[src/rtl/date_to_day_encoder.sv]
// Converts a BCD calendar date (month/day) into a three-digit BCD day-of-year.
// Multi-cycle: validate, accumulate month lengths one per clock, then double-dabble.
module date_to_day_encoder #(
  parameter int LEAP_YEAR = 0
) (
  input  logic       ADC_CLK_10,
  input  logic       reset_n,
  input  logic       start,
  input  logic [3:0] month_msb,
  input  logic [3:0] month_lsb,
  input  logic [3:0] day_msb,
  input  logic [3:0] day_lsb,
  output logic       busy,
  output logic       done,
  output logic       error,
  output logic [3:0] doy_hundreds,
  output logic [3:0] doy_tens,
  output logic [3:0] doy_ones
);

  typedef enum logic [1:0] {
    IDLE    = 2'd0,
    CHECK   = 2'd1,
    ACCUM   = 2'd2,
    CONVERT = 2'd3
  } state_t;

  state_t      state_q, state_d;
  logic [3:0]  mon_msb_q, mon_msb_d;
  logic [3:0]  mon_lsb_q, mon_lsb_d;
  logic [3:0]  day_msb_q, day_msb_d;
  logic [3:0]  day_lsb_q, day_lsb_d;
  logic [8:0]  acc_q, acc_d;
  logic [3:0]  m_idx_q, m_idx_d;
  logic [3:0]  cnt_q, cnt_d;
  logic [20:0] dd_q, dd_d;
  logic        busy_q, busy_d;
  logic        done_q, done_d;
  logic        error_q, error_d;
  logic [3:0]  hund_q, hund_d;
  logic [3:0]  tens_q, tens_d;
  logic [3:0]  ones_q, ones_d;

  // Days in month for a binary month index 1..12; anything else yields 0.
  function automatic logic [4:0] dim(input logic [3:0] m);
    logic [4:0] r;
    case (m)
      4'd1, 4'd3, 4'd5, 4'd7, 4'd8, 4'd10, 4'd12: r = 5'd31;
      4'd4, 4'd6, 4'd9, 4'd11:                    r = 5'd30;
      4'd2:    r = (LEAP_YEAR != 0) ? 5'd29 : 5'd28;
      default: r = 5'd0;
    endcase
    return r;
  endfunction

  logic [7:0] month_bin;
  logic [7:0] day_bin;
  logic       digits_ok;
  logic       month_ok;
  logic       day_ok;
  logic       date_ok;
  logic [4:0] month_len;

  always_comb begin
    month_bin = ({4'd0, mon_msb_q} * 8'd10) + {4'd0, mon_lsb_q};
    day_bin   = ({4'd0, day_msb_q} * 8'd10) + {4'd0, day_lsb_q};
    digits_ok = (mon_msb_q <= 4'd9) && (mon_lsb_q <= 4'd9) &&
                (day_msb_q <= 4'd9) && (day_lsb_q <= 4'd9);
    month_ok  = (month_bin >= 8'd1) && (month_bin <= 8'd12);
    month_len = dim(month_bin[3:0]);
    day_ok    = (day_bin >= 8'd1) && (day_bin <= {3'd0, month_len});
    date_ok   = digits_ok && month_ok && day_ok;
  end

  // One double-dabble step: add 3 to every BCD nibble >= 5, then shift left.
  logic [11:0] bcd_adj;
  logic [20:0] dd_shift;

  generate
    for (genvar gi = 0; gi < 3; gi++) begin : g_dabble
      logic [3:0] nib;
      assign nib = dd_q[9 + gi*4 +: 4];
      assign bcd_adj[gi*4 +: 4] = (nib >= 4'd5) ? (nib + 4'd3) : nib;
    end
  endgenerate

  assign dd_shift = {bcd_adj[10:0], dd_q[8:0], 1'b0};

  always_comb begin
    state_d   = state_q;
    mon_msb_d = mon_msb_q;
    mon_lsb_d = mon_lsb_q;
    day_msb_d = day_msb_q;
    day_lsb_d = day_lsb_q;
    acc_d     = acc_q;
    m_idx_d   = m_idx_q;
    cnt_d     = cnt_q;
    dd_d      = dd_q;
    busy_d    = busy_q;
    done_d    = 1'b0;
    error_d   = 1'b0;
    hund_d    = hund_q;
    tens_d    = tens_q;
    ones_d    = ones_q;

    case (state_q)
      IDLE: begin
        if (start) begin
          mon_msb_d = month_msb;
          mon_lsb_d = month_lsb;
          day_msb_d = day_msb;
          day_lsb_d = day_lsb;
          busy_d    = 1'b1;
          state_d   = CHECK;
        end
      end

      CHECK: begin
        if (date_ok) begin
          acc_d   = 9'd0;
          m_idx_d = 4'd1;
          state_d = ACCUM;
        end else begin
          error_d = 1'b1;
          busy_d  = 1'b0;
          state_d = IDLE;
        end
      end

      ACCUM: begin
        if (m_idx_q != month_bin[3:0]) begin
          acc_d   = acc_q + {4'd0, dim(m_idx_q)};
          m_idx_d = m_idx_q + 4'd1;
        end else begin
          // Load the final sum straight into the low end of the dabble register.
          dd_d    = {12'd0, acc_q + {1'b0, day_bin}};
          acc_d   = acc_q + {1'b0, day_bin};
          cnt_d   = 4'd9;
          state_d = CONVERT;
        end
      end

      CONVERT: begin
        dd_d  = dd_shift;
        cnt_d = cnt_q - 4'd1;
        if (cnt_q == 4'd1) begin
          hund_d  = dd_shift[20:17];
          tens_d  = dd_shift[16:13];
          ones_d  = dd_shift[12:9];
          done_d  = 1'b1;
          busy_d  = 1'b0;
          state_d = IDLE;
        end
      end

      default: state_d = IDLE;
    endcase
  end

  always_ff @(posedge ADC_CLK_10 or negedge reset_n) begin
    if (!reset_n) begin
      state_q   <= IDLE;
      mon_msb_q <= 4'd0;
      mon_lsb_q <= 4'd0;
      day_msb_q <= 4'd0;
      day_lsb_q <= 4'd0;
      acc_q     <= 9'd0;
      m_idx_q   <= 4'd0;
      cnt_q     <= 4'd0;
      dd_q      <= 21'd0;
      busy_q    <= 1'b0;
      done_q    <= 1'b0;
      error_q   <= 1'b0;
      hund_q    <= 4'd0;
      tens_q    <= 4'd0;
      ones_q    <= 4'd0;
    end else begin
      state_q   <= state_d;
      mon_msb_q <= mon_msb_d;
      mon_lsb_q <= mon_lsb_d;
      day_msb_q <= day_msb_d;
      day_lsb_q <= day_lsb_d;
      acc_q     <= acc_d;
      m_idx_q   <= m_idx_d;
      cnt_q     <= cnt_d;
      dd_q      <= dd_d;
      busy_q    <= busy_d;
      done_q    <= done_d;
      error_q   <= error_d;
      hund_q    <= hund_d;
      tens_q    <= tens_d;
      ones_q    <= ones_d;
    end
  end

  assign busy         = busy_q;
  assign done         = done_q;
  assign error        = error_q;
  assign doy_hundreds = hund_q;
  assign doy_tens     = tens_q;
  assign doy_ones     = ones_q;

endmodule

[config.mk]
export PLATFORM = sky130hd
export DESIGN_NAME = date_to_day_encoder
export DESIGN_NICKNAME = d
export VERILOG_FILES = /design/src/rtl/date_to_day_encoder.sv
export SDC_FILE = /design/constraint.sdc
export NUM_CORES = 1
export LEC_CHECK = 0
export ABC_AREA = 0
export CAP_MARGIN = 10
export CORE_ASPECT_RATIO = 1.4
export CORE_UTILIZATION = 29
export DETAILED_ROUTE_END_ITERATION = 16
export PLACE_DENSITY = 0.53
export RECOVER_POWER = 100
export SLEW_MARGIN = 20
export SYNTH_ARGS = -nofsm -noshare
export SYNTH_HDL_FRONTEND = slang
export SYNTH_SLANG_ARGS = --single-unit
[constraint.sdc]
create_clock -name ADC_CLK_10 -period 5.1 [get_ports ADC_CLK_10]
set_clock_uncertainty 0.1 [all_clocks]
set_input_delay 0.51 -clock ADC_CLK_10 [delete_from_list [all_inputs] [get_ports ADC_CLK_10]]
set_output_delay 0.51 -clock ADC_CLK_10 [all_outputs]
set_load 0.005 [all_outputs]
==> metrics.md <==
| Metric | Value |
|---|---|
| Most frequent cell after synthesis | `dfrtp_1` |
| Failing checks | `max-capacitance violations, max-slew violations` |
| Pin count of the biggest net entering global routing | `72` |
| Most frequent cells after synthesis | `dfrtp_1, nand2_1, o21ai_0` |
| Total gr overflow | `0` |
| Worst setup path end | `acc_q[5]` |
| Class of the worst hold path | `reg -> reg` |
| Crit path arrival time | `4.43 ns` |
| Peak supply drop | `approximately 380 uV` |
| Worst-skew pair later-pin latency | `0.35 ns` |
| Die Y | `153 um` |
| Crit. End Element | `flop` |
| Final-stage net count | `just over 600` |
| Top FF cell, synth | `dfrtp_1` |
| Library cells used by synthesis | `55` |
| Worst setup SP type | `flop` |
| Reg2reg setup slack | `roughly 0.83 ns` |
| Synth area leader | `dfrtp_1` |
| Top cells by area, synth | `dfrtp_1, ha_1, o21ai_0` |
| CTS Root Cell | `clkbuf_16` |
| Via Count | `3835` |
| Cts repair resizes | `0` |
| Pwr Density | `between 600 and 700 mW/mm^2` |
| Worst-Margin Slew | `3.92 ns` |
| Die Area | `0.0169 mm^2` |
| Crit Path Max Fanout | `15` |
| CTS Hold Bufs | `0` |
| Cells after Synth | `between 500 and 600` |
| Clock buffer depth | `2` |
| Residual DRC | `0` |
| Reg2reg end | `acc_q[5]` |
| I/O pin count | `34` |
| Critical R2R Launch | `mon_msb_q[0]` |
| Lkg Pwr | `2.51 nW` |
| Post-layout min period | `4.27 ns` |
| Req. time, crit path | `5.26 ns` |
| EDFF count, synth | `0` |
| Die X | `110 um` |
| Initial antenna violation count | `0` |
| Max-slew violations | `72` |
| First-pass GRT wire length | `around 18 mm` |
| Hold WS | `approximately 0.37 ns` |
| Core Region | `0.0157 mm^2` |
| DR WL/cell | `15.1 um` |
| Vias per cell | `just over 5` |
| Initial Utilization | `30.1%` |
| GPL Wtd Cong | `0.827` |
| Post-synthesis register bit count | `between 70 and 80` |
| Clk sink count | `71` |
| Vias in the first global route | `3849` |
| CTS H-tree depth | `3` |
| Max Cap Violations | `1` |
| First DRT Iteration DRCs | `220` |
| Detailed Place HPWL | `8.46 mm` |
| TritonCTS buffer count | `9` |
| TritonCTS clock tree | `done` |
| Crit path kind | `reg -> reg` |
| Post-synthesis sequential area ratio | `37.5%` |
| Fin crit share | `83.6%` |
| Synth Warn # | `0` |
| Area Overhead vs Synth | `17.5%` |
| Final setup fails | `0` |
| Antenna Cells | `0` |
| Std cell rows | `54` |
| RSZ-0062 raised after global routing | `no` |
| Fmax | `234 MHz` |
| Gr usage total | `13.9%` |
| Worst r2r path cells | `12` |
| Final wirelength | `11.2 mm` |
| Post-route ant nets | `0` |
| Worst setup path startpoint | `mon_msb_q[0]` |
| Status | `finished with violations` |
| Top-area cell type share of the netlist area | `37.5%` |
| Share of layout cells above drive strength 1 | `8.46%` |
| DRT Pass-1 Iters | `4` |
| Hold Fails Final Rpt | `0` |
| Synth Net Count | `579` |
| Number of fill cells | `1626` |
| Slew headroom | `-162%` |
| Mapped Area | `~0.0047 mm^2` |
| Port bufs | `33` |
| Post-Syn Area per Cell | `~9.3 um^2` |
| CTS clk-pin slew, worst paths | `0.06 ns` |
| Post-CTS Setup Bufs | `0` |
| Setup_tns | `0 ns` |
| FFs w/ async S/R, synth | `100%` |
through the flow:
| stage | power, mW | utilization (%) | std cells | cell area (um^2) | setup WS [ns] |
|---|---|---|---|---|---|
| 6_report | 3.63 | 35.3 | 740 | 5560 | 0.835 |
| 5_1_grt | 3.96 | 35.3 | 740 | 5560 | 0.401 |
| 4_1_cts | 3.67 | 35.4 | 740 | 5580 | 0.961 |
| 3_5_place_dp | 3.00 | 33.5 | 724 | 5270 | 0.960 |
| 3_3_place_gp | 2.91 | 33.5 | 724 | 5270 | 1.10 |
| 2_1_floorplan | 2.46 | - | 507 | 4740 | 1.46 |
cells by family after synthesis:
group	after synthesis	share of synthesized area (%)
fa+ha+maj	53	14.9
simple gates	156	16.0
flops	71	37.5
compound gates	135	17.9
buf+inv	47	3.75
mux	26	6.08
xor+xnor	19	3.80
registers in the layout, indices dropped and copies added, names as in the netlist, named ones only:
name          count
dd_q             21
acc_q             9
cnt_q             4
day_lsb_q         4
day_msb_q         4
doy_hundreds      4
doy_ones          4
doy_tens          4
m_idx_q           4
mon_lsb_q         4
mon_msb_q         4
busy              1
done              1
error             1
state_q           1
worst min-delay path by stage:
stage / from / end / slack [ns] / depth (start not counted)
detailed placement: doy_hundreds[1] / doy_hundreds[1] / 0.37 / 2
CTS: reset_n / done / 0.26 / 1
global route: doy_tens[2] / doy_tens[2] / 0.39 / 2
global placement: doy_hundreds[1] / doy_hundreds[1] / 0.36 / 2
floorplan: reset_n / asynchronous set/reset pin / 0.11 / 0
finish: doy_hundreds[1] / doy_hundreds[1] / 0.37 / 2
area by class of cell:
class	instances	area [um^2]	area share, %
multi-input cells	389	2780	50.0
clock inverters	6	67.6	1.21
well taps	196	245	4.41
clock buffers	10	239	4.30
flip-flops and latches	71	1780	31.9
repair buffers	35	332	5.96
inverters	33	124	2.23
power by group:
part	internal [mW]	switching, mW	total, mW	leakage (nW)
logic	0.964	1.23	2.20	1.42
clock network	0.394	0.260	0.654	0.145
registers	0.660	0.116	0.776	0.944
total	2.02	1.61	3.63	2.51
critical path, stage by stage, from the launching register on:
cell	delay, ns
dfrtp_1	0.40
ha_1	0.24
fa_1	0.45
xnor2_1	0.39
mux2i_1	0.42
ha_1	0.33
a211oi_1	0.23
a21o_1	0.16
nand4_1	0.14
o21ai_4	0.40
inv_1	0.27
or4_1	0.56
o211ai_1	0.09
routing by layer:
metal,routed length (um),part of all wire (%),vias to the layer above,track usage (%)
li1,-,-,1900,-
met1,4720,42,1837,15.0
met2,5770,51,76,25.1
met3,361,3.2,22,3.11
met4,354,3.2,0,6.73
met5,0,0,-,0
layout by cell type, fill, tap and decap left out, drive strengths merged, types with 5 or more instances in the layout:
cell | Yosys | routed
a21o | 9 | 9
nor3 | 12 | 12
xnor2 | 14 | 14
fa | 6 | 6
ha | 47 | 47
nor2 | 25 | 25
dfrtp | 71 | 71
nand2 | 56 | 56
nand3 | 20 | 20
dlygate4sd3 | 0 | 15
clkdlybuf4s50 | 0 | 17
o21ai | 56 | 56
clkbuf | 13 | 13
mux2 | 22 | 22
o211ai | 5 | 5
a21oi | 25 | 25
inv | 32 | 33
nand2b | 6 | 6
nor2b | 7 | 7
a22o | 5 | 5
(Power assumes the default switching activity.)
